==> config.mk <==
export PLATFORM = sky130hd
export DESIGN_NAME = gal16v8_demo_input_stepper
export DESIGN_NICKNAME = d
export VERILOG_FILES = /design/src/rtl/gal16v8_demo_input_stepper.sv
export SDC_FILE = /design/constraint.sdc
export NUM_CORES = 1
export LEC_CHECK = 0
export ABC_AREA = 1
export BUFFER_PORTS_ARGS = -buffer_cell sky130_fd_sc_hd__buf_2
export CAP_MARGIN = 0
export CORE_ASPECT_RATIO = 1.25
export CORE_UTILIZATION = 50
export CTS_CLUSTER_DIAMETER = 100
export CTS_CLUSTER_SIZE = 25
export DETAILED_ROUTE_END_ITERATION = 16
export PLACE_DENSITY = 0.8
export SETUP_SLACK_MARGIN = 0.5
export SYNTH_ARGS = -nofsm -noshare
export SYNTH_HDL_FRONTEND = slang
export SYNTH_HIERARCHICAL = 1
export SYNTH_SLANG_ARGS = --single-unit
==> constraint.sdc <==
create_clock -name i_clk -period 1.25 [get_ports i_clk]
set_clock_uncertainty 0.2 [all_clocks]
set_input_delay 0.1875 -clock i_clk [delete_from_list [all_inputs] [get_ports i_clk]]
set_output_delay 0.1875 -clock i_clk [all_outputs]
set_load 0.01 [all_outputs]
==> src/rtl/gal16v8_demo_input_stepper.sv <==
// Input stepper for the GAL16V8 gate demo: debounces two buttons and walks {a,b}
// through 00->01->11->10 either on step presses or on a fixed auto-mode cadence.

module gal16v8_btn_dbnc #(
    parameter int DEBOUNCE_CYCLES = 4,
    parameter int CNT_W           = 4
) (
    input  logic i_clk,
    input  logic i_rst_n,
    input  logic i_btn,
    output logic o_rise
);
    logic [1:0]       r_sync;
    logic             r_deb;
    logic             r_deb_q;
    logic [CNT_W-1:0] r_cnt;
    logic             w_sample;

    assign w_sample = r_sync[1];

    // A new level is taken only after DEBOUNCE_CYCLES consecutive differing samples.
    always_ff @(posedge i_clk or negedge i_rst_n) begin
        if (!i_rst_n) begin
            r_sync  <= '0;
            r_deb   <= 1'b0;
            r_deb_q <= 1'b0;
            r_cnt   <= '0;
        end else begin
            r_sync  <= {r_sync[0], i_btn};
            r_deb_q <= r_deb;
            if (w_sample == r_deb) begin
                r_cnt <= '0;
            end else if (r_cnt == CNT_W'(DEBOUNCE_CYCLES - 1)) begin
                r_deb <= w_sample;
                r_cnt <= '0;
            end else begin
                r_cnt <= r_cnt + CNT_W'(1);
            end
        end
    end

    assign o_rise = r_deb & ~r_deb_q;
endmodule

module gal16v8_demo_input_stepper #(
    parameter int DEBOUNCE_CYCLES = 4,
    parameter int AUTO_DIV        = 8,
    parameter int CNT_W           = 4
) (
    input  logic i_clk,
    input  logic i_rst_n,
    input  logic i_btn_step,
    input  logic i_btn_mode,
    output logic o_a,
    output logic o_b,
    output logic o_auto_mode,
    output logic o_step_pulse
);
    localparam int NUM_BTN = 2;

    logic [NUM_BTN-1:0] w_btn;
    logic [NUM_BTN-1:0] w_rise;
    logic [CNT_W-1:0]   r_pre;
    logic               w_wrap;
    logic               w_adv;

    assign w_btn = {i_btn_mode, i_btn_step};

    for (genvar g = 0; g < NUM_BTN; g++) begin : g_btn
        gal16v8_btn_dbnc #(
            .DEBOUNCE_CYCLES(DEBOUNCE_CYCLES),
            .CNT_W          (CNT_W)
        ) u_dbnc (
            .i_clk  (i_clk),
            .i_rst_n(i_rst_n),
            .i_btn  (w_btn[g]),
            .o_rise (w_rise[g])
        );
    end

    // Advance decision uses the mode in force before this edge.
    assign w_wrap = (r_pre == CNT_W'(AUTO_DIV - 1));
    assign w_adv  = o_auto_mode ? w_wrap : w_rise[0];

    always_ff @(posedge i_clk or negedge i_rst_n) begin
        if (!i_rst_n) begin
            o_a          <= 1'b0;
            o_b          <= 1'b0;
            o_auto_mode  <= 1'b0;
            o_step_pulse <= 1'b0;
            r_pre        <= '0;
        end else begin
            o_step_pulse <= w_adv;
            // Gray successor of {a,b}: next = {b, ~a}.
            if (w_adv) begin
                o_a <= o_b;
                o_b <= ~o_a;
            end
            if (w_rise[1]) begin
                o_auto_mode <= ~o_auto_mode;
                r_pre       <= '0;
            end else if (!o_auto_mode || w_wrap) begin
                r_pre <= '0;
            end else begin
                r_pre <= r_pre + CNT_W'(1);
            end
        end
    end
endmodule

**Yosys cells after proc, flatten, opt, wreduce, memory -nomap -nowiden**

Cells that the tools add are included.

- Register bits after elaboration: 24
- Bits in latches: 0
- Bits in writable memories: 0
- Bits in read-only memories: 0
- Bits of input ports: 4
- Output and inout port bits: 4
- Memories kept: 0

- Add/subtract/negate cells: 3
- $mul: 0
- Div/mod/pow operators: 0
- Order comparisons: 0
- Equality and inequality tests: 5
- Shifts and indexed selects: 0
- Muxes and demuxes: 7
- Bitwise logic cells: 8
- Reduce and logical (&&, ||, !) cells: 4

Operators with widths:

| cell | count |
|---|---|
| 4-bit 2-to-1 mux | 6 |
| 4-bit by 1-bit adder with 4-bit output, second input constant | 3 |
| 4-bit by 2-bit equality test with 1-bit output, second input constant | 2 |
| 1-bit NOT | 6 |
| 4-bit by 3-bit equality test with 1-bit output, second input constant | 1 |
| 2-bit AND reduction | 2 |
| 1-bit bitwise AND | 2 |
| 1-bit equality test | 2 |
| 1-bit zero test | 1 |
| 1-bit logical OR | 1 |
| 1-bit 2-to-1 mux | 1 |

**Logic depth before layout (Yosys ltp)**

Gate-level depths: netlist (run 1).

- Depth after elaboration: 4
- Mapped depth: 5
- Mapped depth without buffers: 5

**By module**

The synthesis (run 1) kept the hierarchy.

Modules (own cells, without submodules):

| module | instances | cells each | area each (sq um) | seq. area each (sq um) |
|---|---|---|---|---|
| gal16v8_demo_input_stepper | 1 | 37 | 342.8 | 200.2 |
| gal16v8_btn_dbnc at g_btn[0].u_dbnc | 1 | 30 | 312.8 | 200.2 |
| gal16v8_btn_dbnc at g_btn[1].u_dbnc | 1 | 32 | 312.8 | 200.2 |

**Worst setup path before layout (run 1)**

OpenSTA, ideal clock, no wires.

- Kind: reg-to-reg
- Start: register r_pre[0]
- End: register o_a
- Library setup time: 118 ps
- Arrival: 885 ps
- Data required time: 932 ps
- Slack: 48 ps
- Cell stages (with the launch flop): 6
- Period minus slack after synthesis: 1202 ps
- Cell sequence: dfrtp_1 > ha_1 > nand3_1 > nand2_1 > nand3_1 > nand2_1

- Word-level cells in the longest chain between the ends: 2

Ends and longest elaborated chain:

| what | RTL line | RTL |
|---|---|---|
| from (decl) | 63 | `logic [CNT_W-1:0] r_pre;` |
| from (signal assigned) | 105 | `r_pre <= r_pre + CNT_W'(1);` |
| 4-bit by 3-bit equality test with 1-bit output | 82 | `assign w_wrap = (r_pre == CNT_W'(AUTO_DIV - 1));` |
| 1-bit 2-to-1 mux | 83 | `assign w_adv = o_auto_mode ? w_wrap : w_rise[0];` |
| to (signal assigned) | 87 | `o_a <= 1'b0;` |
| to (signal assigned) | 96 | `o_a <= o_b;` |
| to (decl) | 54 | `output logic o_a,` |

No other way between the ends.
A chain may end at the register's enable or synchronous reset.

**Worst setup path in the final report (run 1)**

- Start: register o_auto_mode
- End: output o_auto_mode

RTL lines:

| what | RTL line | RTL |
|---|---|---|
| from (decl) | 56 | `output logic o_auto_mode,` |
| from (signal assigned) | 100 | `o_auto_mode <= ~o_auto_mode;` |

No word-level cell between the ends.

==> results of run 1 <==
-- metal layers --
| layer | vias up | track usage [%] |
|---|---|---|
| li1 | 361 | - |
| met1 | 352 | 20.6 |
| met2 | 10 | 33.3 |
| met3 | 4 | 2.61 |
| met4 | 0 | 11.3 |
| met5 | - | 0 |
-- timing repair --
item	CTS	global route
setup endpoints to repair	23	24
pin swaps	4	10
gates resized for setup	15	14
endpoints found under the hold margin	26	26
buffers inserted	6	5
-- logic make-up (layout without fill, tap and decap cells) --
logic type	Yosys count	after routing
xor gates and xnor gates	3	3
DFF	24	24
adders and majority gates	3	3
and+or+nand+nor	49	49
buffers and inverters	14	37
AOI/OAI and AO/OA	6	6
-- registers in the layout (all words and copies together) (netlist names) --
signal and cells:
o_auto_mode 1, g_btn.u_dbnc/r_deb 2, r_pre 4, o_a 1
g_btn.u_dbnc/r_sync 4, g_btn.u_dbnc/r_cnt 8, o_b 1, o_step_pulse 1
g_btn.u_dbnc/r_deb_q 2
-- cells in the final DEF, fill, tap and decap left out --
cell type and count:
nor2_2 5, dfrtp_1 21, xor2_1 1, or2_1 1, nand2_4 2, buf_4 6, a21oi_2 1, nand3_1 7
buf_6 6, nand3_4 1, nor2_4 2, xnor2_4 1, buf_2 5, inv_2 4, nor2_1 6, o21ai_2 2
dfrtp_2 3, clkbuf_4 3, nand2_2 4, nand2_1 15, nand4_1 4, inv_1 10, xnor2_2 1, a21boi_2 1
ha_4 3, clkbuf_8 1, a21oi_1 1, nand3_2 2, buf_12 2, o21ai_1 1
-- final cells by class --
cell class	instances	area share, %
well taps	19	1.76
repair buffers	19	13.1
flip-flops and latches	24	44.6
clock buffers	4	2.68
inverters	14	3.88
multi-input cells	61	33.9
-- power groups by stage --
stage	Sequential (mW)	Combinational, mW	Clock [mW]
after CTS	1.21	0.998	0.410
after detailed placement	1.22	0.678	0
after global placement	1.21	0.652	0
after floorplan	1.22	0.476	0
final	1.21	1.30	0.406
after global routing	1.23	1.42	0.439
-- worst max-delay path by stage --
stage / startpoint / endpoint / slack (ns)
CTS: o_auto_mode / o_auto_mode / -0.01
global route: g_btn[0].u_dbnc/r_deb / o_a / -0.05
global placement: r_pre[0] / o_b / 0.08
floorplan: r_pre[0] / o_a / 0.12
finish: o_auto_mode / o_auto_mode / -0.02
detailed placement: r_pre[0] / o_a / 0.04
-- per-stage QoR --
| step | cells | hold slack [ns] | power [mW] | cell area (sq um) |
|---|---|---|---|---|
| global route | 141 | -0.452 | 3.09 | 1350 |
| detailed placement | 126 | -0.109 | 1.90 | 1110 |
| CTS | 136 | -0.462 | 2.62 | 1260 |
| floorplan | 99 | -0.308 | 1.70 | 1030 |
| global placement | 126 | -0.116 | 1.86 | 1110 |
| finish | 141 | -0.467 | 2.91 | 1350 |
==> out/results.ini, run 1 <==
[status]
status=finished with violations
violations=negative hold slack, negative setup slack

[power]
power_density_nw_per_um2=2150
max-vdd-ir-drop_mv=1.36
total_leakage_power_nw=0.636
intPower_mw=1.88
clkPwrFrac_pct=13.9
pwr-share-comb_pct=44.6
p_sw_share_pct=35.5
pwr-share-seq_pct=41.5
switchingPower_mw=1.03

[setup_path]
crit_chain=buf_6
r2r_end=o_a
rrSetupSlack_ns=0
critPathMaxStageDelay_ns=0.44
ff2ff_path_depth=5
cp_num_buf_inv=1
cp.required_ns=0.86
timing.rr.start=g_btn[0].u_dbnc/r_deb
arrival_ns=0.88
cp.depth=1
crit_family=flip-flops
critPathKind=register to output pin
critPathLaunchType=register
worstSetupEndpointType=output pin
cp_max_fo=2
slowest_stage=dfrtp_2

[sta]
hold_violations=26
period_minus_slack_ns=1.27
setup_viol=1
rsz0062_at_grt=yes
maxSlewHeadroom_pct=79.9
max_freq_mhz=787
tns_ns=-0.0209
worst_pin_slew_ns=0.301
whs_ns=-0.467
setup_ws_ns=-0.0209
period_share_pct=102
slew_violations=0

[clocking]
cts.clk_slew.worst_paths_ns=0.13
numCtsBuffers=3
clkLatencyLatePin_ns=0.32
htree_levels=1
cts_sinks=24
ctsLongestPathBuffers=2
clockRootBuffer=clkbuf_4
cts_tree=done

[finish]
multi_input_area_sq_um=459
drive_gt1_share_pct=45.1
diodes=0
fin_util_pct=75.8
regArea_sq_um=604
nets=130
nFillCells=107
areaGrowthSynthToFinish_pct=39.8

[yosys]
ys_top_cells_by_count=dfrtp_1, nand2_1, inv_1
synth_edf_count=0
synth.avg_cell_area_sq_um=9.78
yosys_register_bits=24
synth.distinct_cells=17
yosys.area_share.simple_pct=22.6
synth_area_sq_um=968
synth_top_area_share_pct=62.0
seq_area_frac_synth_pct=62.0
syn_inst=99
synthAdderAreaFrac_pct=3.88
synthFlopType=dfrtp_1
syn_nets=106
synth-xor-area-share_pct=2.71
synthArstFlopShare_pct=100
yosys-top-cells-area=dfrtp_1, nand2_1, nand3_1
yosysTopAreaCell=dfrtp_1
synth_compound_area_share_pct=3.36
synth_mux_area_share_pct=0
synth_top_family_by_area=simple AND/OR/NAND/NOR gates
synth_most_common_cell=dfrtp_1
yosysWarnings=6

[routing]
ant_nets=0
routed_wl_um=1890
wl_met1_um=810
viasPerCell=5.16
routedWlPerCell_um=13.4
vias=727
wl_met2_um=1010
firstDrtPassIters=4
dr.max_layer_used=met4
wl_met3_um=32
drtIter0Drc=9
drc=0

[global_route]
grt_max_degree=14
grt_pass1_vias=657
grt_antenna_before_repair=0
overflow=0
grt_usage_pct=19.3
grt_pass1_wl_um=2640

[place]
hpwl_um=1070
portBuffers=7
gp_congestion=0.747
dpl_worst_slack_ns=0.0395

[die]
placement_rows=17
initial_core_util_pct=54.2
die_w_um=41.4
die_h_um=51.2
ios=8
core-area_sq_um=1790
dieArea_sq_um=2120

[worst_hold_path]
min_path_type=input port to asynchronous set/reset pin

[run]
maxCapViolCount=0

No activity file was read; power rests on OpenSTA's default activity.
==> run 2: changes to the inputs <==
--- a/config.mk
+++ b/config.mk
@@ -9,11 +9,12 @@
 export BUFFER_PORTS_ARGS = -buffer_cell sky130_fd_sc_hd__buf_2
 export CAP_MARGIN = 0
 export CORE_ASPECT_RATIO = 1.25
-export CORE_UTILIZATION = 50
+export CORE_UTILIZATION = 54
+export CTS_BUF_LIST = sky130_fd_sc_hd__clkbuf_4 sky130_fd_sc_hd__clkbuf_8
 export CTS_CLUSTER_DIAMETER = 100
-export CTS_CLUSTER_SIZE = 25
+export CTS_CLUSTER_SIZE = 16
 export DETAILED_ROUTE_END_ITERATION = 16
-export PLACE_DENSITY = 0.8
+export PLACE_DENSITY = 0.85
 export SETUP_SLACK_MARGIN = 0.5
 export SYNTH_ARGS = -nofsm -noshare
 export SYNTH_HDL_FRONTEND = slang
==> run 2 against run 1 <==
Net effect: the flow still finishes with violations (negative hold slack, negative setup slack); worst hold slack better by 0.097 ns; final cell count down 0.71%; flip-flop and latch count unchanged; sequential power about the same; first-iteration DRC count up 22%.
==> out/results.ini, run 2 (synthesis results as in run 1) <==
[sta]
slew_violations=0  ; unchanged
max_freq_mhz=794  ; +0.88%
hold_violations=26  ; unchanged
whs_ns=-0.370  ; +0.0974 ns
maxSlewHeadroom_pct=65.8  ; -14 points
worst_pin_slew_ns=0.513  ; +0.212 ns
rsz0062_at_grt=yes
period_share_pct=101  ; -0.89 points
setup_ws_ns=-0.00982  ; +0.0111 ns
setup_viol=1  ; unchanged
tns_ns=-0.00982  ; +0.0111 ns
period_minus_slack_ns=1.26  ; -0.0111 ns

[power]
total_leakage_power_nw=0.634  ; -0.34%
power_density_nw_per_um2=2140  ; -0.68%
max-vdd-ir-drop_mv=1.27  ; -6.5%
power.total_mw=2.84  ; -2.6%

[place]
portBuffers=7  ; unchanged
gp_congestion=0.676  ; -9.5%
hpwl_um=1080  ; +1.2%
place_area_sq_um=1080  ; -1.9%

[setup_path]
timing.rr.start=o_auto_mode
slowest_stage=dfrtp_2
arrival_ns=0.87  ; about the same
worstSetupEndpointType=output pin
critPathMaxStageDelay_ns=0.44  ; about the same
rrSetupSlack_ns=0.01  ; about the same
crit_chain=buf_6
r2r_end=o_a
cp_max_fo=3  ; +1
critPathKind=register to output pin
ff2ff_path_depth=4  ; -1
critPathLaunchType=register
cp_num_buf_inv=1  ; unchanged
crit_family=flip-flops
cp.required_ns=0.86  ; about the same

[clocking]
cts_sinks=24  ; unchanged
ctsLongestPathBuffers=2  ; unchanged
clkLatencyLatePin_ns=0.31  ; about the same
clockRootBuffer=clkbuf_4
htree_levels=1  ; unchanged
cts.clk_slew.worst_paths_ns=0.13  ; about the same
numCtsBuffers=3  ; unchanged
cts_tree=done

[finish]
fin_util_pct=81.9  ; +6.1 points
mostFrequentLayoutCells=dfrtp_1, nand2_1, inv_1
design_area_sq_um=1330  ; -1.9%
largest_reg_flops=8  ; unchanged
diodes=0  ; unchanged
largestRegisters=g_btn.u_dbnc/r_cnt x8, g_btn.u_dbnc/r_sync x4, r_pre x4
layout_commonest_cell=dfrtp_1
areaGrowthSynthToFinish_pct=37.1
nFillCells=95  ; -11%
regMostFlops=g_btn.u_dbnc/r_cnt
nets=130  ; unchanged
drive_gt1_share_pct=45.1  ; unchanged

[routing]
drtIter0Drc=11  ; +2
routedWlPerCell_um=13.1  ; -2.1%
viasPerCell=5.13  ; -0.53%
ant_nets=0  ; unchanged
routed_wl_um=1830  ; -2.8%
firstDrtPassIters=4  ; unchanged
drc=0  ; unchanged
vias=718  ; -1.2%

[status]
status=finished with violations
violations=negative hold slack, negative setup slack

[global_route]
grt_max_degree=25  ; +11
grt_pass1_vias=624  ; -5.0%
overflow=0  ; unchanged
grt_usage_pct=18.5  ; -0.72 points
grt_pass1_wl_um=2460  ; -7.0%
grt_antenna_before_repair=0  ; unchanged

[die]
core-area_sq_um=1620  ; -9.2%
initial_core_util_pct=59.7  ; +5.5 points
dieArea_sq_um=1970  ; -7.1%
die_h_um=49.3  ; -3.6%
placement_rows=16  ; -1
die_w_um=39.9  ; -3.6%
ios=8  ; unchanged

[run]
maxCapViolCount=0  ; unchanged

[worst_hold_path]
min_path_type=input port to asynchronous set/reset pin

run 2: cell counts in the layout (fill, tap and decap cells not counted):
No cell type changed its count.
run 2: final cells by class:
class / instances / area, sq um / area share (%)
sequential: 24 / 606 / 45.6
tap: 18 / 22.5 / 1.70
multi-input combinational: 61 / 464 / 35.0
timing repair buffer: 19 / 146 / 11.0
inverter: 14 / 52.6 / 3.96
clock buffer: 4 / 36.3 / 2.73
run 2: worst max path at each step:
stage | slack [ns] | cells after the start | from | endpoint
finish | -0.01 | 1 | o_auto_mode | o_auto_mode
detailed placement | 0.05 | 4 | r_pre[0] | o_a
global route | -0.04 | 1 | o_auto_mode | o_auto_mode
floorplan | 0.12 | 4 | r_pre[0] | o_a
CTS | -0.007 | 1 | o_auto_mode | o_auto_mode
global placement | 0.07 | 4 | r_pre[0] | o_b
run 2: layer usage:
metal,up-vias,share of wire [%],global-route usage [%]
met2,14,56,30.1
met1,340,41,22.0
met4,0,1.1,8.62
li1,362,-,-
met3,2,2.5,4.11
met5,-,0,0
run 2: worst register-to-register path, cell delays in order, from the launching register on:
cell     delay [ns]
dfrtp_2        0.44
buf_4          0.15
or2_1          0.22
nand3_1        0.09
nand2_1        0.05
run 2: report_power, final:
| group | switching [mW] | total [mW] | internal, mW |
|---|---|---|---|
| clock network | 0.219 | 0.397 | 0.178 |
| logic | 0.577 | 1.23 | 0.649 |
| registers | 0.212 | 1.21 | 1.00 |
| total | 1.01 | 2.84 | 1.83 |
run 2: through the flow:
stage	setup slack, ns	instances
floorplan	0.120	99
global placement	0.0673	124
detailed placement	0.0460	124
CTS	-0.00743	136
global route	-0.0437	140
finish	-0.00982	140
run 2: what timing repair did:
item                                   4_1_cts  5_1_grt
resized for setup                           17       14
setup endpoints to repair                   23       23
setup buffers                                8        4
pin swaps                                    4       10
gates cloned                                 0        0
endpoints found under the hold margin       26       26
